### src/rtl/if_id_stage_ctrl_pkg.sv
// Shared definitions for the fetch / IF-ID stage controller: opcode
// constants, the canonical bubble word and the controller state encoding.
package if_id_stage_ctrl_pkg;

    typedef logic [15:0] word_t;

    localparam logic [4:0] OP_HALT = 5'b00000;
    localparam logic [4:0] OP_NOP  = 5'b00001;

    // Bubble word: NOP opcode with all operand fields zero.
    localparam word_t NOP_INSTR_ENC = {OP_NOP, 11'b0};

    typedef enum logic [1:0] {
        ST_RUN    = 2'd0,
        ST_HOLD   = 2'd1,
        ST_FLUSH  = 2'd2,
        ST_HALTED = 2'd3
    } stage_state_e;

endpackage

### src/rtl/if_id_stage_ctrl_if.sv
// Bundle of fetch, hazard, redirect and decode-side signals around the
// IF/ID stage. master = the stage controller, slave = its surroundings.
interface if_id_stage_ctrl_if;
    import if_id_stage_ctrl_pkg::*;

    word_t fetch_instr;
    logic  fetch_ready;
    logic  haz_nop;
    logic  haz_pc_stall;
    logic  redirect;
    word_t redirect_pc;
    logic  halt;
    word_t pc;
    word_t id_instr;
    word_t id_pc_inc;
    logic  id_valid;
    logic  stall_err;

    modport master (
        input  fetch_instr, fetch_ready, haz_nop, haz_pc_stall,
               redirect, redirect_pc, halt,
        output pc, id_instr, id_pc_inc, id_valid, stall_err
    );

    modport slave (
        output fetch_instr, fetch_ready, haz_nop, haz_pc_stall,
               redirect, redirect_pc, halt,
        input  pc, id_instr, id_pc_inc, id_valid, stall_err
    );

endinterface

### src/rtl/cla16b.sv
// 16-bit adder built from four 4-bit groups; carries between groups use
// group generate/propagate so the inter-group path is one level deep.
module cla16b (
    input  logic [15:0] in_a,
    input  logic [15:0] in_b,
    input  logic        c_in,
    output logic [15:0] sum,
    output logic        c_out
);

    logic [15:0] g;
    logic [15:0] p;

    assign g = in_a & in_b;
    assign p = in_a ^ in_b;

    // Sum bits per group, then group carry-out from group generate/propagate.
    always_comb begin
        logic       blk_c;
        logic       c;
        logic [3:0] gs;
        logic [3:0] ps;
        blk_c = c_in;
        c     = 1'b0;
        gs    = '0;
        ps    = '0;
        sum   = '0;
        for (int b = 0; b < 4; b++) begin
            gs = g[b*4 +: 4];
            ps = p[b*4 +: 4];
            c  = blk_c;
            for (int i = 0; i < 4; i++) begin
                sum[b*4+i] = ps[i] ^ c;
                c = gs[i] | (ps[i] & c);
            end
            blk_c = gs[3] | (ps[3] & gs[2]) | (ps[3] & ps[2] & gs[1])
                  | (ps[3] & ps[2] & ps[1] & gs[0]) | ((&ps) & blk_c);
        end
        c_out = blk_c;
    end

endmodule

### src/rtl/dff.sv
// Single-bit storage cell with asynchronous active-low reset to RST_VAL.
module dff #(
    parameter logic RST_VAL = 1'b0
) (
    input  logic clk,
    input  logic rst,
    input  logic d,
    output logic q
);

    // Capture d on the rising edge; reset forces RST_VAL at once.
    always_ff @(posedge clk or negedge rst) begin
        if (!rst) q <= RST_VAL;
        else      q <= d;
    end

endmodule

### src/rtl/dff_16.sv
// 16-bit storage cell with asynchronous active-low reset to RST_VAL.
module dff_16 #(
    parameter logic [15:0] RST_VAL = 16'h0000
) (
    input  logic        clk,
    input  logic        rst,
    input  logic [15:0] d,
    output logic [15:0] q
);

    // Capture d on the rising edge; reset forces RST_VAL at once.
    always_ff @(posedge clk or negedge rst) begin
        if (!rst) q <= RST_VAL;
        else      q <= d;
    end

endmodule

### src/rtl/if_id_stage_ctrl.sv
// Fetch-side stage controller: owns the PC and the IF/ID register and, each
// clock, advances, holds or bubbles in response to redirect, halt, hazard
// requests and instruction-memory readiness. Also runs a stall watchdog.
module if_id_stage_ctrl #(
    parameter logic [15:0] RESET_PC     = 16'h0000,
    parameter logic [15:0] NOP_INSTR    = if_id_stage_ctrl_pkg::NOP_INSTR_ENC,
    parameter int          FLUSH_CYCLES = 1,
    parameter int          STALL_MAX    = 7
) (
    input  logic               clk,
    input  logic               rst,
    if_id_stage_ctrl_if.master bus
);
    import if_id_stage_ctrl_pkg::*;

    localparam int              WD_W       = (STALL_MAX < 2) ? 1 : $clog2(STALL_MAX + 1);
    localparam logic [WD_W-1:0] WD_MAX     = WD_W'(STALL_MAX);
    localparam logic [1:0]      FLUSH_INIT = 2'(FLUSH_CYCLES - 1);
    localparam logic [1:0]      RUN_ENC    = ST_RUN;

    logic [1:0]      state_q, state_d;
    stage_state_e    state;
    logic [15:0]     pc_q, pc_d, pc_inc;
    logic [15:0]     id_instr_q, id_instr_d;
    logic [15:0]     id_pc_inc_q, id_pc_inc_d;
    logic            id_valid_q, id_valid_d;
    logic            err_q, err_d;
    logic [1:0]      flush_q, flush_d;
    logic [WD_W-1:0] wd_q, wd_d;
    logic            hold_cyc;
    logic            pc_inc_unused_co;

    assign state = stage_state_e'(state_q);

    cla16b u_pc_inc (
        .in_a  (pc_q),
        .in_b  (16'h0002),
        .c_in  (1'b0),
        .sum   (pc_inc),
        .c_out (pc_inc_unused_co)
    );

    // Next-state and next-register values; priority is redirect, halt,
    // hold (stall or memory wait), flush bubble, hazard bubble, normal.
    always_comb begin
        state_d     = state_q;
        pc_d        = pc_q;
        id_instr_d  = id_instr_q;
        id_pc_inc_d = id_pc_inc_q;
        id_valid_d  = id_valid_q;
        flush_d     = flush_q;
        hold_cyc    = 1'b0;

        if (state == ST_HALTED) begin
            // Frozen until reset; redirect is deliberately ignored here.
            id_valid_d = 1'b0;
        end else if (bus.redirect) begin
            pc_d       = bus.redirect_pc;
            id_instr_d = NOP_INSTR;
            id_valid_d = 1'b0;
            flush_d    = FLUSH_INIT;
            state_d    = (FLUSH_INIT != 2'd0) ? ST_FLUSH : ST_RUN;
        end else if (bus.halt) begin
            state_d    = ST_HALTED;
            id_valid_d = 1'b0;
        end else if (bus.haz_pc_stall || !bus.fetch_ready) begin
            // The stalled instruction already sits in ID, so ID gets a
            // bubble instead of a repeat. A flush in progress stays paused.
            hold_cyc   = 1'b1;
            id_instr_d = NOP_INSTR;
            id_valid_d = 1'b0;
            if (state != ST_FLUSH) state_d = ST_HOLD;
        end else if (state == ST_FLUSH) begin
            pc_d       = pc_inc;
            id_instr_d = NOP_INSTR;
            id_valid_d = 1'b0;
            if (flush_q <= 2'd1) begin
                flush_d = 2'd0;
                state_d = ST_RUN;
            end else begin
                flush_d = flush_q - 2'd1;
            end
        end else if (bus.haz_nop) begin
            // Discard the wrong-path fetch but keep fetching ahead.
            pc_d       = pc_inc;
            id_instr_d = NOP_INSTR;
            id_valid_d = 1'b0;
            state_d    = ST_RUN;
        end else begin
            pc_d        = pc_inc;
            id_instr_d  = bus.fetch_instr;
            id_pc_inc_d = pc_inc;
            id_valid_d  = 1'b1;
            state_d     = ST_RUN;
        end
    end

    // Watchdog: saturating count of consecutive hold cycles, sticky error.
    always_comb begin
        wd_d  = '0;
        if (hold_cyc) wd_d = (wd_q == WD_MAX) ? wd_q : wd_q + 1'b1;
        err_d = err_q | (hold_cyc && (wd_d == WD_MAX));
    end

    dff_16 #(.RST_VAL(RESET_PC))  u_pc        (.clk(clk), .rst(rst), .d(pc_d),        .q(pc_q));
    dff_16 #(.RST_VAL(NOP_INSTR)) u_id_instr  (.clk(clk), .rst(rst), .d(id_instr_d),  .q(id_instr_q));
    dff_16 #(.RST_VAL(16'h0000))  u_id_pc_inc (.clk(clk), .rst(rst), .d(id_pc_inc_d), .q(id_pc_inc_q));
    dff    #(.RST_VAL(1'b0))      u_id_valid  (.clk(clk), .rst(rst), .d(id_valid_d),  .q(id_valid_q));
    dff    #(.RST_VAL(1'b0))      u_err       (.clk(clk), .rst(rst), .d(err_d),       .q(err_q));

    for (genvar i = 0; i < 2; i++) begin : g_state
        dff #(.RST_VAL(RUN_ENC[i])) u_ff (.clk(clk), .rst(rst), .d(state_d[i]), .q(state_q[i]));
    end

    for (genvar i = 0; i < 2; i++) begin : g_flush
        dff #(.RST_VAL(1'b0)) u_ff (.clk(clk), .rst(rst), .d(flush_d[i]), .q(flush_q[i]));
    end

    for (genvar i = 0; i < WD_W; i++) begin : g_wd
        dff #(.RST_VAL(1'b0)) u_ff (.clk(clk), .rst(rst), .d(wd_d[i]), .q(wd_q[i]));
    end

    assign bus.pc        = pc_q;
    assign bus.id_instr  = id_instr_q;
    assign bus.id_pc_inc = id_pc_inc_q;
    assign bus.id_valid  = id_valid_q;
    assign bus.stall_err = err_q;

endmodule

### src/flat_wrapper.sv
// flat-port wrapper written by rule: the top's interface ports become plain ports
module if_id_stage_ctrl_flat import if_id_stage_ctrl_pkg::*;
#(
    parameter logic [15:0] RESET_PC     = 16'h0000,
    parameter logic [15:0] NOP_INSTR    = if_id_stage_ctrl_pkg::NOP_INSTR_ENC,
    parameter int          FLUSH_CYCLES = 1,
    parameter int          STALL_MAX    = 7
)
  (clk, rst, bus_fetch_instr, bus_fetch_ready, bus_haz_nop, bus_haz_pc_stall, bus_redirect, bus_redirect_pc, bus_halt, bus_pc, bus_id_instr, bus_id_pc_inc, bus_id_valid, bus_stall_err);
  if_id_stage_ctrl_if bus_i ();
  input  logic clk;
  input  logic rst;
  input wire logic [$bits(bus_i.fetch_instr)-1:0] bus_fetch_instr;
  input wire logic [$bits(bus_i.fetch_ready)-1:0] bus_fetch_ready;
  input wire logic [$bits(bus_i.haz_nop)-1:0] bus_haz_nop;
  input wire logic [$bits(bus_i.haz_pc_stall)-1:0] bus_haz_pc_stall;
  input wire logic [$bits(bus_i.redirect)-1:0] bus_redirect;
  input wire logic [$bits(bus_i.redirect_pc)-1:0] bus_redirect_pc;
  input wire logic [$bits(bus_i.halt)-1:0] bus_halt;
  output wire logic [$bits(bus_i.pc)-1:0] bus_pc;
  output wire logic [$bits(bus_i.id_instr)-1:0] bus_id_instr;
  output wire logic [$bits(bus_i.id_pc_inc)-1:0] bus_id_pc_inc;
  output wire logic [$bits(bus_i.id_valid)-1:0] bus_id_valid;
  output wire logic [$bits(bus_i.stall_err)-1:0] bus_stall_err;
  assign bus_i.fetch_instr = bus_fetch_instr;
  assign bus_i.fetch_ready = bus_fetch_ready;
  assign bus_i.haz_nop = bus_haz_nop;
  assign bus_i.haz_pc_stall = bus_haz_pc_stall;
  assign bus_i.redirect = bus_redirect;
  assign bus_i.redirect_pc = bus_redirect_pc;
  assign bus_i.halt = bus_halt;
  assign bus_pc = bus_i.pc;
  assign bus_id_instr = bus_i.id_instr;
  assign bus_id_pc_inc = bus_i.id_pc_inc;
  assign bus_id_valid = bus_i.id_valid;
  assign bus_stall_err = bus_i.stall_err;
  if_id_stage_ctrl #(.RESET_PC(RESET_PC), .NOP_INSTR(NOP_INSTR), .FLUSH_CYCLES(FLUSH_CYCLES), .STALL_MAX(STALL_MAX)) u_core (.clk(clk), .rst(rst), .bus(bus_i));
endmodule
### config.mk
export PLATFORM = sky130hd
export DESIGN_NAME = if_id_stage_ctrl_flat
export DESIGN_NICKNAME = d
export VERILOG_FILES = /design/src/rtl/if_id_stage_ctrl_pkg.sv /design/src/rtl/if_id_stage_ctrl_if.sv /design/src/rtl/cla16b.sv /design/src/rtl/dff.sv /design/src/rtl/dff_16.sv /design/src/rtl/if_id_stage_ctrl.sv /design/src/flat_wrapper.sv
export SDC_FILE = /design/constraint.sdc
export NUM_CORES = 1
export LEC_CHECK = 0
export BUFFER_PORTS_ARGS = -buffer_cell sky130_fd_sc_hd__buf_2
export CAP_MARGIN = 20
export CORE_ASPECT_RATIO = 0.8
export CORE_MARGIN = 3
export CORE_UTILIZATION = 50
export CTS_BUF_LIST = sky130_fd_sc_hd__clkbuf_2
export CTS_CLUSTER_SIZE = 16
export DETAILED_ROUTE_END_ITERATION = 8
export PLACE_DENSITY = 0.79
export SYNTH_ARGS = -nofsm -noshare
export SYNTH_HDL_FRONTEND = slang
export SYNTH_SLANG_ARGS = --single-unit
### constraint.sdc
create_clock -name clk -period 3.1 [get_ports clk]
set_input_delay 0.31 -clock clk [delete_from_list [all_inputs] [get_ports clk]]
set_output_delay 0.31 -clock clk [all_outputs]
set_load 0.02 [all_outputs]
==> results.md <==
- Post-synthesis sequential area ratio: 0.542
- CTS tree: yes
- CP Launch Type: flip-flop
- Worst R2R Setup Slack: 1.02 ns
- Leakage Power: 0.00191 uW
- Final wirelength: 5890 um
- R2R depth: 7
- Synth Cell Area: 0.00263 sq mm
- Drt first pass iters: 4
- Final setup skew: 0.0197 ns
- Async set-or-reset flop fraction in the synthesized netlist: 1.00
- H-tree level count: 3
- Clock root buffer: clkbuf_2
- 1st-iter DRT viols: 86
- Overall power: 1270 uW
- Syn Nets: 255
- Max Freq: 0.481 GHz
- Post-CTS setup buffer count: 0
- Tmin final: 2.08 ns
- First-pass GRT wire length: 9160 um
- CORE AREA: 0.00482 sq mm
- Syn avg cell area: 12.8 sq um
- Initial Util: 0.547
- Post-cts sizing count: 0
- Peak VDD IR: 0.280 mV
- Period utilisation layout: 0.670
- Delay-heaviest family, CP: adder cells
- Yosys Warn Count: 0
- Crit path launch: u_core.u_pc.q[7]$_DFFE_PN0P_
- N_diodes: 0
- Worst Setup EP: u_core.u_pc.q[14]$_DFFE_PN0P_
- Clk sinks: 57
- Finished Layout Cells: 375
- CP max-delay cell: dfrtp_1
- Prevailing post-synth register cell: dfrtp_1
- DRC Markers: 0
- Slew HR: 0.270
- Clock transition at path regs: 0.16 ns
- Gr ovfl total: 0
- Most frequent cell after synthesis: dfrtp_1
- CP most frequent cell: ha_1
- Dpl cell area: 0.00312 sq mm
- Cell area after layout: 0.00336 sq mm
- IO Pins: 89
- Fraction of final layout cells with drive strength greater than 1: 0.470
- Run status: finished clean
- Synth top area cells: dfrtp_1 53%, mux2_2 15%, ha_1 5.2%
- Via/cell ratio: 5.40
- HP Class: input port to flip-flop
- P&R area growth vs syn: 27.4%
- Crit path largest cell delay: 0.47 ns
- Critical R2R Launch: u_core.u_pc.q[7]$_DFFE_PN0P_
- Port buffer count: 88
- Number of synthesized flops with an enable pin: 0
- Initial antenna violation count: 0
- Mapped Cells: 205
- Final setup fails: 0
- Die footprint: 0.00618 sq mm
- Row cnt: 22
- Layout fillers: 376
- Final ANT Viol Nets: 0
- Final-report hold violation count: 0
- Worst-Skew Late Latency: 0.47 ns
- Via Count: 2025
- Setup_tns: 0 ns
- CP arrival: 2.45 ns
- Total GRT Usage: 0.195
- Max-cap viol count: 0
- Pwr/cell area: 378 mW/mm^2
- FF+latch count, synth: 57
- Crit Path Category: flip-flop to flip-flop
- Post-synth top cells: 56 x dfrtp_1, 36 x mux2_2, 15 x a22o_1, 11 x ha_1
- Largest net degree at the start of global routing: 49
- Final HPWL DP: 4040 um
- Fin nets: 361
- Synth top area share: 0.532
- Worst Path Max Fanout: 5
- Cell breakdown of the critical path: nand4_1 -> nor3_1 -> ha_1 -> ha_1 -> ha_1 -> mux2_2 -> mux2_2
- Die X: 87.1 um
- Slew Limit Fails: 0
- Final GP Congestion: 0.841
- Endpoint type of the worst setup path: flip-flop
- Buf/Inv on CP: 0
- Routed len/inst: 15.7 um
- Cell count along the critical path: 7
- Clock Path Buffers: 2
- Num CTS Buffers: 9
- Unique masters post-synth: 38
- RSZ-0062 raised after global routing: no
- Least-Margin Pin Slew: 1.09 ns
- Final hold slack: 0.0551 ns
- Reg2reg end: u_core.u_pc.q[14]$_DFFE_PN0P_
- Cells after DPL: 347
- Number of global-route vias before repair: 1909
- Synth area leader: dfrtp_1
- Worst path required time: 3.47 ns
- Chip Height: 70.9 um
[sequential cells by signal, indices dropped and copies added (netlist names)]
| name | count |
|---|---|
| u_core.g_flush.u_ff.q | 2 |
| u_core.g_state.u_ff.q | 2 |
| u_core.g_wd.u_ff.q | 3 |
| u_core.u_err.q | 1 |
| u_core.u_id_instr.q | 16 |
| u_core.u_id_pc_inc.q | 16 |
| u_core.u_id_valid.q | 1 |
| u_core.u_pc.q | 16 |
[metrics by stage]
stage / utilization / worst slack [ns]
final: 0.697 / 1.02
after floorplan: - / 1.12
after detailed placement: 0.647 / 0.941
after CTS: 0.667 / 1.02
after global routing: 0.697 / 0.918
after global placement: 0.647 / 0.972
[worst reg2reg max path: stages, from the launching register on]
cell     delay (ns)
dfrtp_1        0.47
nand4_1        0.17
nor3_1         0.22
ha_1           0.18
ha_1           0.18
ha_1           0.25
mux2_2         0.26
mux2_2         0.25
[cells by family after synthesis]
| logic type | count (synthesis) | synth area share |
|---|---|---|
| xor gates and xnor gates | 6 | 0.0200 |
| buffers and inverters | 18 | 0.0351 |
| DFF | 57 | 0.542 |
| and+or+nand+nor | 33 | 0.0727 |
| AOI/OAI and AO/OA | 42 | 0.116 |
| adders and majority gates | 11 | 0.0523 |
| muxes | 38 | 0.162 |
[layout by cell type, fill, tap and decap left out, drive strengths merged, types with 2 or more instances in the layout]
cell,n
ha,11
dlygate4sd3,11
xor2,4
nand3,5
a22o,15
clkinv,4
nor2,6
o22ai,5
a21oi,7
mux2,36
xnor2,2
buf,94
o211ai,2
nand2b,2
a22oi,5
nor3b,2
nand2,8
inv,8
nand4,2
nor3,4
o21ai,3
clkbuf,10
dfrtp,56
mux2i,2
[layer usage]
layer	track usage	vias to the layer above	wire (um)
met5	0	-	0
met4	0.0528	0	65
met3	0.107	10	633
met2	0.268	85	2600
met1	0.266	968	2590
li1	-	962	-
[report_power, final]
| part | internal (uW) | switching, uW | leakage (uW) |
|---|---|---|---|
| registers | 746 | 1.44 | 0.000770 |
| clock network | 178 | 255 | 0.0000666 |
| logic | 44.2 | 43.5 | 0.00108 |
[final cells by class]
type	instances	area, sq um	area share
Sequential cell	57	1430	0.425
Multi-Input combinational cell	130	1110	0.332
Timing Repair Buffer	105	612	0.182
Tap cell	60	75.1	0.0224
Clock buffer	10	50.0	0.0149
Clock inverter	5	47.5	0.0142
Inverter	8	30.0	0.00895
[repair_timing]
item	4_1_cts	5_1_grt
endpoints found under the hold margin	0	56
setup endpoints to repair	0	0
hold buffers	0	11
[worst min path at each step]
stage | start | end | cells after the start
2_1_floorplan | rst | u_core.g_flush[0].u_ff.q$_DFFE_PN0P_ | 0
3_3_place_gp | u_core.u_err.q$_DFF_PN0_ | u_core.u_err.q$_DFF_PN0_ | 2
3_5_place_dp | u_core.u_err.q$_DFF_PN0_ | u_core.u_err.q$_DFF_PN0_ | 2
4_1_cts | bus_fetch_instr[0] | u_core.u_id_instr.q[0]$_DFFE_PN0P_ | 2
5_1_grt | bus_fetch_instr[3] | u_core.u_id_instr.q[3]$_DFFE_PN0P_ | 2
6_report | bus_fetch_instr[3] | u_core.u_id_instr.q[3]$_DFFE_PN0P_ | 2
No activity file was read; power rests on OpenSTA's default activity.
